<file path="src/rtl/memory_pkg.sv">
// memory_pkg
// Shared definitions for the memory pipeline stage: the handshake FSM state
// encoding and the default widths and timeout used by memory_cycle and
// mem_wb_reg.
//
// Contents:
//   mem_state_t             - MEM_IDLE / MEM_WAIT handshake states
//   DATA_W_DEFAULT          - datapath and memory word width (32)
//   REG_W_DEFAULT           - destination register index width (6)
//   TIMEOUT_CYCLES_DEFAULT  - unready cycles before an access is aborted (16)

package memory_pkg;

    localparam int DATA_W_DEFAULT         = 32;
    localparam int REG_W_DEFAULT          = 6;
    localparam int TIMEOUT_CYCLES_DEFAULT = 16;

    typedef enum logic {
        MEM_IDLE = 1'b0,
        MEM_WAIT = 1'b1
    } mem_state_t;

endpackage

</file>
<file path="src/rtl/mem_wb_reg.sv">
// mem_wb_reg
// MEM/WB pipeline register. On a normal edge it captures the M bundle; on a
// bubble edge it clears the two control bits (and the error flag) while the
// data fields hold their previous values. ReadData is only loaded when the
// stage completes a load, so it otherwise keeps the last loaded word.
//
// Ports:
//   clk, rst            - clock, synchronous active-high reset
//   bubble              - insert a bubble instead of capturing the bundle
//   read_data_en        - load read_data_in into ReadData on this edge
//   reg_write_in, result_src_in, rd_in, pc_plus4_in, alu_result_in,
//   read_data_in, mem_err_in
//                       - next values for the W bundle
//   reg_write_w, result_src_w, rd_w, pc_plus4_w, alu_result_w,
//   read_data_w, mem_err_w
//                       - registered W bundle

import memory_pkg::*;

module mem_wb_reg #(
    parameter int DATA_W = DATA_W_DEFAULT,
    parameter int REG_W  = REG_W_DEFAULT
) (
    input  logic              clk,
    input  logic              rst,
    input  logic              bubble,
    input  logic              read_data_en,
    input  logic              reg_write_in,
    input  logic              result_src_in,
    input  logic [REG_W-1:0]  rd_in,
    input  logic [DATA_W-1:0] pc_plus4_in,
    input  logic [DATA_W-1:0] alu_result_in,
    input  logic [DATA_W-1:0] read_data_in,
    input  logic              mem_err_in,
    output logic              reg_write_w,
    output logic              result_src_w,
    output logic [REG_W-1:0]  rd_w,
    output logic [DATA_W-1:0] pc_plus4_w,
    output logic [DATA_W-1:0] alu_result_w,
    output logic [DATA_W-1:0] read_data_w,
    output logic              mem_err_w
);

    always_ff @(posedge clk) begin
        if (rst) begin
            reg_write_w  <= 1'b0;
            result_src_w <= 1'b0;
            rd_w         <= '0;
            pc_plus4_w   <= '0;
            alu_result_w <= '0;
            read_data_w  <= '0;
            mem_err_w    <= 1'b0;
        end else if (bubble) begin
            // A bubble must not write a register or look like a load to WB.
            reg_write_w  <= 1'b0;
            result_src_w <= 1'b0;
            mem_err_w    <= 1'b0;
        end else begin
            reg_write_w  <= reg_write_in;
            result_src_w <= result_src_in;
            rd_w         <= rd_in;
            pc_plus4_w   <= pc_plus4_in;
            alu_result_w <= alu_result_in;
            mem_err_w    <= mem_err_in;
            if (read_data_en) begin
                read_data_w <= read_data_in;
            end
        end
    end

endmodule

</file>
<file path="src/rtl/memory_cycle.sv">
// memory_cycle
// Memory pipeline stage following execute. Issues the data-memory load or
// store over a valid/ready handshake, stalls upstream while the memory is
// not ready, and registers the MEM/WB bundle.
//
// Optional feature: define MEM_TIMEOUT_EN to abort an access after
// TIMEOUT_CYCLES unready cycles (W captures the bundle with RegWriteW forced
// to 0 and MemErrW pulses for one cycle). Without it the stage waits
// indefinitely and MemErrW is constant 0.
//
// Ports:
//   clk, rst                      - clock, synchronous active-high reset
//   RegWriteM, MemWriteM, ResultSrcM, RD_M, PCPlus4M, WriteDataM,
//   ALU_ResultM                   - M-stage bundle (ResultSrcM=1 is a load)
//   MemReqM, MemWeM, MemAddrM, MemWDataM
//                                 - memory request (combinational)
//   MemReadyM, MemRDataM          - memory response
//   StallM                        - upstream must hold and stall
//   RegWriteW, ResultSrcW, RD_W, PCPlus4W, ALU_ResultW, ReadDataW, MemErrW
//                                 - registered W bundle

import memory_pkg::*;

module memory_cycle #(
    parameter int DATA_W         = DATA_W_DEFAULT,
    parameter int REG_W          = REG_W_DEFAULT,
    parameter int TIMEOUT_CYCLES = TIMEOUT_CYCLES_DEFAULT
) (
    input  logic              clk,
    input  logic              rst,
    input  logic              RegWriteM,
    input  logic              MemWriteM,
    input  logic              ResultSrcM,
    input  logic [REG_W-1:0]  RD_M,
    input  logic [DATA_W-1:0] PCPlus4M,
    input  logic [DATA_W-1:0] WriteDataM,
    input  logic [DATA_W-1:0] ALU_ResultM,
    output logic              MemReqM,
    output logic              MemWeM,
    output logic [DATA_W-1:0] MemAddrM,
    output logic [DATA_W-1:0] MemWDataM,
    input  logic              MemReadyM,
    input  logic [DATA_W-1:0] MemRDataM,
    output logic              StallM,
    output logic              RegWriteW,
    output logic              ResultSrcW,
    output logic [REG_W-1:0]  RD_W,
    output logic [DATA_W-1:0] PCPlus4W,
    output logic [DATA_W-1:0] ALU_ResultW,
    output logic [DATA_W-1:0] ReadDataW,
    output logic              MemErrW
);

    if (TIMEOUT_CYCLES < 2) begin : g_bad_timeout
        $error("memory_cycle: TIMEOUT_CYCLES must be at least 2");
    end

    mem_state_t state_q;
    mem_state_t state_d;
    logic       access;
    logic       abort;

    assign access = MemWriteM | ResultSrcM;

    assign MemReqM   = access & ~rst & ~abort;
    assign MemWeM    = MemWriteM;
    assign MemAddrM  = ALU_ResultM;
    assign MemWDataM = WriteDataM;
    assign StallM    = access & ~MemReadyM & ~abort & ~rst;

    always_comb begin
        state_d = state_q;
        unique case (state_q)
            MEM_IDLE: if (access && !MemReadyM) state_d = MEM_WAIT;
            MEM_WAIT: if (MemReadyM || abort)   state_d = MEM_IDLE;
            default:  state_d = MEM_IDLE;
        endcase
    end

    always_ff @(posedge clk) begin
        if (rst) begin
            state_q <= MEM_IDLE;
        end else begin
            state_q <= state_d;
        end
    end

`ifdef MEM_TIMEOUT_EN
    localparam int CNT_W = $clog2(TIMEOUT_CYCLES + 1);

    logic [CNT_W-1:0] wait_cnt;
    logic [CNT_W-1:0] wait_cnt_d;

    // The first unready cycle happens in MEM_IDLE with the count at 0, so the
    // count equals TIMEOUT_CYCLES-1 during the TIMEOUT_CYCLES-th unready cycle.
    assign abort = (state_q == MEM_WAIT) &&
                   (wait_cnt == CNT_W'(TIMEOUT_CYCLES - 1)) && !MemReadyM;

    always_comb begin
        wait_cnt_d = wait_cnt;
        if (state_d == MEM_IDLE) begin
            wait_cnt_d = '0;
        end else if (access && !MemReadyM && (wait_cnt != '1)) begin
            wait_cnt_d = wait_cnt + 1'b1;
        end
    end

    always_ff @(posedge clk) begin
        if (rst) begin
            wait_cnt <= '0;
        end else begin
            wait_cnt <= wait_cnt_d;
        end
    end
`else
    assign abort = 1'b0;
`endif

    // An aborted load must not reach the register file; the data still
    // advances so WB sees a consistent (but non-writing) bundle.
    mem_wb_reg #(
        .DATA_W (DATA_W),
        .REG_W  (REG_W)
    ) u_mem_wb_reg (
        .clk           (clk),
        .rst           (rst),
        .bubble        (StallM),
        .read_data_en  (ResultSrcM & MemReadyM),
        .reg_write_in  (RegWriteM & ~abort),
        .result_src_in (ResultSrcM),
        .rd_in         (RD_M),
        .pc_plus4_in   (PCPlus4M),
        .alu_result_in (ALU_ResultM),
        .read_data_in  (MemRDataM),
        .mem_err_in    (abort),
        .reg_write_w   (RegWriteW),
        .result_src_w  (ResultSrcW),
        .rd_w          (RD_W),
        .pc_plus4_w    (PCPlus4W),
        .alu_result_w  (ALU_ResultW),
        .read_data_w   (ReadDataW),
        .mem_err_w     (MemErrW)
    );

endmodule
</file>
<file path="config.mk">
export PLATFORM = sky130hd
export DESIGN_NAME = memory_cycle
export DESIGN_NICKNAME = d
export VERILOG_FILES = /design/src/rtl/memory_pkg.sv /design/src/rtl/mem_wb_reg.sv /design/src/rtl/memory_cycle.sv
export SDC_FILE = /design/constraint.sdc
export NUM_CORES = 1
export LEC_CHECK = 0
export ABC_CLOCK_PERIOD_IN_PS = 1200
export CORE_AREA = 2 2 123 125
export DETAILED_ROUTE_END_ITERATION = 10
export DIE_AREA = 0 0 125 127
export GPL_ROUTABILITY_DRIVEN = 0
export PLACE_DENSITY = 0.8
export SLEW_MARGIN = 20
export SYNTH_ARGS = -nofsm -noshare
export SYNTH_HDL_FRONTEND = slang
export SYNTH_SLANG_ARGS = --single-unit
</file>
<file path="constraint.sdc">
create_clock -name clk -period 1.2 [get_ports clk]
set_input_delay 0.18 -clock clk [delete_from_list [all_inputs] [get_ports clk]]
set_output_delay 0.18 -clock clk [all_outputs]
set_load 0.005 [all_outputs]
</file>
==> results of run 1 <==
-- state kept, by name (all words and copies together), names as in the netlist --
| name | count |
|---|---|
| u_mem_wb_reg.reg_write_w | 1 |
| u_mem_wb_reg.alu_result_w | 32 |
| u_mem_wb_reg.pc_plus4_w | 32 |
| u_mem_wb_reg.read_data_w | 32 |
| u_mem_wb_reg.result_src_w | 1 |
| u_mem_wb_reg.rd_w | 6 |
-- cells by family (layout without fill, tap and decap cells) --
| group | after synthesis | after routing | share of synthesized area (%) |
|---|---|---|---|
| flip-flops | 104 | 104 | 41.03 |
| other | 1 | 2 | 0.07389 |
| AND/OR/NAND/NOR | 178 | 178 | 21.05 |
| multiplexers | 70 | 70 | 13.81 |
| buffers and inverters | 107 | 301 | 14.37 |
| AO/OA/AOI/OAI | 65 | 65 | 9.665 |
-- through the flow --
stage               hold WS, ns  utilization (%)
floorplan                0.3275                -
global placement         0.3600            51.18
detailed placement       0.3600            51.18
CTS                      0.2882            52.21
global route             0.3117            52.21
finish                   0.3017            52.23
-- routing by layer --
layer | vias to the layer above | part of all wire, % | routed length [µm]
li1 | 2035 | - | -
met1 | 1900 | 38 | 5091
met2 | 140 | 52 | 6881
met3 | 34 | 7.4 | 982
met4 | 0 | 2.9 | 387
met5 | - | 0 | 0
-- tightest hold or removal path, delay by kind of cell --
kind | cells | cell delay (ns)
mux | 1 | 0.05
simple gates | 1 | 0.08
buf+inv | 1 | 0.28
-- area by class of cell --
class	instances	area [µm²]	area share [%]
Tap cell	184	230.2	3.056
Timing Repair Buffer	287	2661	35.33
Multi-Input combinational cell	314	2270	30.13
Antenna cell	1	2.502	0.03322
Clock buffer	13	240.2	3.189
Sequential cell	104	2100	27.87
Clock inverter	1	30.03	0.3986
-- repair_timing --
item / 4_1_cts / 5_1_grt
setup endpoints to repair: 169 / 0
buffers inserted: 0 / 0
gates resized for setup: 157 / 0
-- cell usage after synthesis (all sizes together) --
| library cell | count |
|---|---|
| mux2i | 70 |
| clkbuf | 16 |
| buf | 91 |
| nand2b | 140 |
| nand3 | 32 |
| nor3b | 1 |
| o21ba | 1 |
| a21oi | 32 |
| nand2 | 1 |
| nor2 | 3 |
| a21bo | 32 |
| conb | 1 |
| nor3 | 1 |
| dfxtp | 104 |
-- power groups by stage --
stage / Sequential (W) / Clock (W) / Combinational [W]
2_1_floorplan: 0.00387 / 0 / 0.000779
3_5_place_dp: 0.00386 / 0 / 0.00174
3_3_place_gp: 0.00385 / 0 / 0.00170
5_1_grt: 0.00381 / 0.00303 / 0.00168
4_1_cts: 0.00378 / 0.00289 / 0.00158
6_report: 0.00378 / 0.00279 / 0.00155
-- worst min path at each step --
| stage | startpoint | endpoint |
|---|---|---|
| 6_report | ALU_ResultM[5] | u_mem_wb_reg.alu_result_w[5] |
| 3_3_place_gp | WriteDataM[10] | MemWDataM[10] |
| 3_5_place_dp | WriteDataM[10] | MemWDataM[10] |
| 2_1_floorplan | MemRDataM[10] | u_mem_wb_reg.read_data_w[10] |
| 4_1_cts | ALU_ResultM[5] | u_mem_wb_reg.alu_result_w[5] |
| 5_1_grt | ALU_ResultM[5] | u_mem_wb_reg.alu_result_w[5] |
==> reports/metrics.yaml, run 1 <==
dieWidth_um: 125
numCtsBuffers: 9
instances_no_fill: 904
drc: 0
met3_usage_pct: 4.732
finalCritPeriodShare_pct: 96.95
antenna_left: 0
synth_nets: 665
rsz0062_at_grt: "no"
combPwrFrac_pct: 19.1
place_ws_ns: -0.3996
grt_pass1_wl_um: 21290
drv_slew: 0
swShare_pct: 23.09
seqPwrFrac_pct: 46.5
reg2reg_slack_ns: 0.41
fin_ws_ns: 0.03663
cts_tree: "yes"
setup.worst_path.end: "MemAddrM[5]"
initial_core_util_pct: 35.18
vias_per_cell: 4.545
worstPathCellList: "dlygate4sd2_1 -> clkdlybuf4s50_1"
postPlaceCellArea_mm2: 0.007382
synthesis.area_mm2: 0.005075
synth_cell_types: 18
first_global_vias: 4194
worstPathRequired_ns: 1.02
clkLatencyLatePin_ns: 0.33
max_freq_mhz: 859.6
port_buffers: 246
peakVddDrop_mv: 0.5654
htreeDepth: 3
rr_worst_depth: 2
cts_sinks: 104
nFillCells: 1345
drive_above_1_share_pct: 12.80
cp_num_buf_inv: 2
grt-busiest-layer: "met2"
startpoint: "ALU_ResultM[5]"
syn_avg_cell_area_um2: 9.666
p_leak_nw: 3.416
r2r_start: "u_mem_wb_reg.read_data_w[8]"
critPathSlowestCell: "clkdlybuf4s50_1"
worstSetupPathType: "input port to primary output"
use_met2_pct: 29.86
internal-power_w: 0.006244
cpPeakStageDelay_ns: 0.53
post-dp-hpwl_um: 10020
totalPowerFinal_w: 0.008119
finalCriticalPeriod_ns: 1.163
final_cell_area_mm2: 0.007533
max-cap-violations: 0
startpoint_type: "input port"
crit_family: "buffers and inverters"
wl_per_cell_um: 14.76
drtIter0Drc: 193
worst_setup_hold_path_clk_slew_ns: 0.06
final_common_cell: "nand2b_1"
die_h_um: 127
grt_start_max_net_pins: 45
ios: 312
end_kind: "primary output"
hold_class: "input port to flip-flop"
grt_overflow: 0
netSwitchingPower_w: 0.001875
r2r_end: "u_mem_wb_reg.read_data_w[8]"
nets: 856
critPathMaxFanout: 2
cts_max_path_buffers: 2
die_area_mm2: 0.01588
drtPass1Iterations: 4
yosysTopAreaCell: "dfxtp_1"
fin_skew_ns: 0
final.setup.tns_ns: 0
synth_warnings: 0
synth.top_cell.area_share_pct: 41.03
synth_cells: 525
syn2layout_area_growth_pct: 48.45
grtUsageMet1_pct: 18.14
crit_cells: 2
run_status: "complete, no violations"
hold_violations: 0
dr_total_vias: 4109
power_frac_clock_pct: 34.4
layout_common_cells: "nand2b_1 (140), dlygate4sd2_1 (138), clkdlybuf4s50_1 (103)"
drt-total-wl_um: 13340
cts_hold_buf: 0
synth_area_leaders: "dfxtp_1 (41%), nand2b_1 (17%), mux2i_1 (14%), buf_4 (9.8%), a21bo_2 (4.1%)"
powerDensity_mw_per_mm2: 1078
ys_seq_area_share_pct: 41.03
setup_violations: 0
cts_root_buffer: "clkbuf_16"
rows: 44
coreArea_mm2: 0.01442
synth_seq_cells: 104
antenna_found_initial: 1
dp_cells: 888
min_path_cells: 3
critPathArrivalTime_ns: 0.98
gr-usage-all-layers_pct: 16.60
(Power assumes the default switching activity.)
==> inputs of run 2 (changes only) <==
--- a/config.mk
+++ b/config.mk
@@ -7,6 +7,7 @@
 export LEC_CHECK = 0
 export ABC_CLOCK_PERIOD_IN_PS = 1200
 export CORE_AREA = 2 2 123 125
+export CTS_CLUSTER_SIZE = 8
 export DETAILED_ROUTE_END_ITERATION = 10
 export DIE_AREA = 0 0 125 127
 export GPL_ROUTABILITY_DRIVEN = 0
==> constraint.sdc (replaced) <==
create_clock -name clk -period 1.2 [get_ports clk]
set_input_delay 0.12 -clock clk [delete_from_list [all_inputs] [get_ports clk]]
set_output_delay 0.12 -clock clk [all_outputs]
set_load 0.005 [all_outputs]
==> reports/metrics.yaml, run 2 (synthesis gave the netlist of run 1 again) <==
run_status: "complete, no violations"  # unchanged
cp_num_buf_inv: 1  # was 2
hold_class: "input port to flip-flop"  # unchanged
dieWidth_um: 125  # unchanged
initial_core_util_pct: 35.18  # unchanged
cts_max_path_buffers: 2  # unchanged
rows: 44  # unchanged
numCtsBuffers: 9  # unchanged
critPathArrivalTime_ns: 0.95  # was 0.98 ns
rsz0062_at_grt: "no"  # unchanged
p_leak_nw: 3.375  # was 3.416 nW
setup_violations: 0  # unchanged
end_kind: "primary output"  # unchanged
first_global_vias: 4092  # was 4194
place_ws_ns: -0.2792  # was -0.3996 ns
worstPathCellList: "dlygate4sd2_1"  # was dlygate4sd2_1 -> clkdlybuf4s50_1
crit_family: "flip-flops"  # was buffers and inverters
dp_cells: 875  # was 888
dr_total_vias: 4065  # was 4109
post-dp-hpwl_um: 9428  # was 10020 µm
crit_cells: 1  # was 2
port_buffers: 246  # unchanged
finalCritPeriodShare_pct: 89.48  # was 96.95%
hold_slack_ns: 0.09854  # was 0.3017 ns
drc: 0  # unchanged
vias_per_cell: 4.562  # was 4.545
die_h_um: 127  # unchanged
startpoint: "u_mem_wb_reg.read_data_w[13]"  # was ALU_ResultM[5]
drv_slew: 0  # unchanged
grt_start_max_net_pins: 91  # was 45
clkLatencyLatePin_ns: 0.34  # was 0.33 ns
startpoint_type: "flip-flop"  # was input port
drtPass1Iterations: 4  # unchanged
powerDensity_mw_per_mm2: 1117  # was 1078 mW/mm²
hold_violations: 0  # unchanged
final_common_cell: "nand2b_1"  # unchanged
fin_skew_ns: 0  # unchanged
wl_per_cell_um: 14.35  # was 14.76 µm
r2r_start: "u_mem_wb_reg.read_data_w[16]"  # was u_mem_wb_reg.read_data_w[8]
coreArea_mm2: 0.01442  # unchanged
syn2layout_area_growth_pct: 47.09  # was 48.45%
r2r_end: "u_mem_wb_reg.read_data_w[16]"  # was u_mem_wb_reg.read_data_w[8]
drt-total-wl_um: 12790  # was 13340 µm
totalPowerFinal_w: 0.008339  # was 0.008119 W
drive_above_1_share_pct: 11.90  # was 12.80%
reg2reg_slack_ns: 0.42  # was 0.41 ns
rr_worst_depth: 2  # unchanged
postLayoutCoreUtil_pct: 51.75  # was 52.23%
die_area_mm2: 0.01588  # unchanged
cts_root_buffer: "clkbuf_16"  # unchanged
layout_common_cells: "nand2b_1 (140), dlygate4sd2_1 (138), clkdlybuf4s50_1 (103)"  # unchanged
antenna_found_initial: 1  # unchanged
nets: 842  # was 856
htreeDepth: 3  # unchanged
cts_tree: "yes"  # unchanged
cts_sinks: 104  # unchanged
max-cap-violations: 0  # unchanged
grt_overflow: 0  # unchanged
worst_setup_hold_path_clk_slew_ns: 0.07  # was 0.06 ns
gr-usage-all-layers_pct: 15.71  # was 16.60%
max_freq_mhz: 931.3  # was 859.6 MHz
reg_top3: "u_mem_wb_reg.alu_result_w (32), u_mem_wb_reg.pc_plus4_w (32), u_mem_wb_reg.read_data_w (32)"  # unchanged
instances_no_fill: 891  # was 904
critPathMaxFanout: 2  # unchanged
critPathSlowestCell: "dfxtp_1"  # was clkdlybuf4s50_1
ios: 312  # unchanged
finalCriticalPeriod_ns: 1.074  # was 1.163 ns
cpPeakStageDelay_ns: 0.33  # was 0.53 ns
worstSetupPathType: "flip-flop to primary output"  # was input port to primary output
antenna_left: 0  # unchanged
worstPathRequired_ns: 1.08  # was 1.02 ns
setup.worst_path.end: "ReadDataW[13]"  # was MemAddrM[5]
cts_hold_buf: 0  # unchanged
grt_pass1_wl_um: 20340  # was 21290 µm
drtIter0Drc: 118  # was 193
peakVddDrop_mv: 0.7614  # was 0.5654 mV
fin_ws_ns: 0.1262  # was 0.03663 ns
run 2: cell count changes in the layout (fill, tap and decap cells not counted), moves of 2 or more:
cell and change:
clkbuf_1 -2, clkinv_2 +2, buf_4 -15, dfxtp_1 -2, dfxtp_2 +2, buf_12 +2
run 2: power breakdown:
part | switching, W | total (W) | internal, W
Combinational | 0.000571 | 0.00151 | 0.000935
Clock | 0.00124 | 0.00305 | 0.00181
Sequential | 0.000102 | 0.00378 | 0.00368
Total | 0.00192 | 0.00834 | 0.00642
run 2: repair_timing:
action	in CTS	in global routing
resized for setup	155	4
endpoints found under the hold margin	0	0
setup buffers	0	0
pin swaps	0	1
setup endpoints to repair	139	7
cloned	0	0
run 2: stage by stage:
stage	TNS [ns]	area, µm²
2_1_floorplan	0	5075
3_3_place_gp	-16.90	7310
3_5_place_dp	-18.81	7310
4_1_cts	0	7458
5_1_grt	0	7462
6_report	0	7465
run 2: worst min-delay path: stages:
cell     delay (ns)
buf_2          0.14
nand3_1        0.09
a21oi_1        0.05
run 2: layer usage:
layer / GRT usage (%) / share of wire [%] / vias up
met5: 0 / 0 / -
met4: 8.235 / 3.4 / 0
met3: 4.899 / 7.6 / 37
met2: 27.69 / 50 / 152
met1: 16.98 / 39 / 1867
li1: - / - / 2009
run 2: cell type report:
| class | count | area (µm²) |
|---|---|---|
| clock inverter | 4 | 70.07 |
| timing repair buffer | 273 | 2552 |
| tap | 184 | 230.2 |
| fill | 1347 | 6959 |
| multi-input combinational | 314 | 2275 |
| sequential | 104 | 2102 |
| clock buffer | 11 | 232.7 |
| antenna | 1 | 2.502 |
run 2: worst min-delay path by stage:
stage / end / from / slack, ns / cells past startpoint
final: u_mem_wb_reg.read_data_w[14] / ResultSrcM / 0.1 / 3
after global routing: u_mem_wb_reg.read_data_w[14] / ResultSrcM / 0.1 / 3
after CTS: u_mem_wb_reg.read_data_w[14] / ResultSrcM / 0.08 / 3
after detailed placement: MemWDataM[10] / WriteDataM[10] / 0.24 / 0
after global placement: MemWDataM[10] / WriteDataM[10] / 0.24 / 0
after floorplan: u_mem_wb_reg.read_data_w[10] / MemRDataM[10] / 0.27 / 2
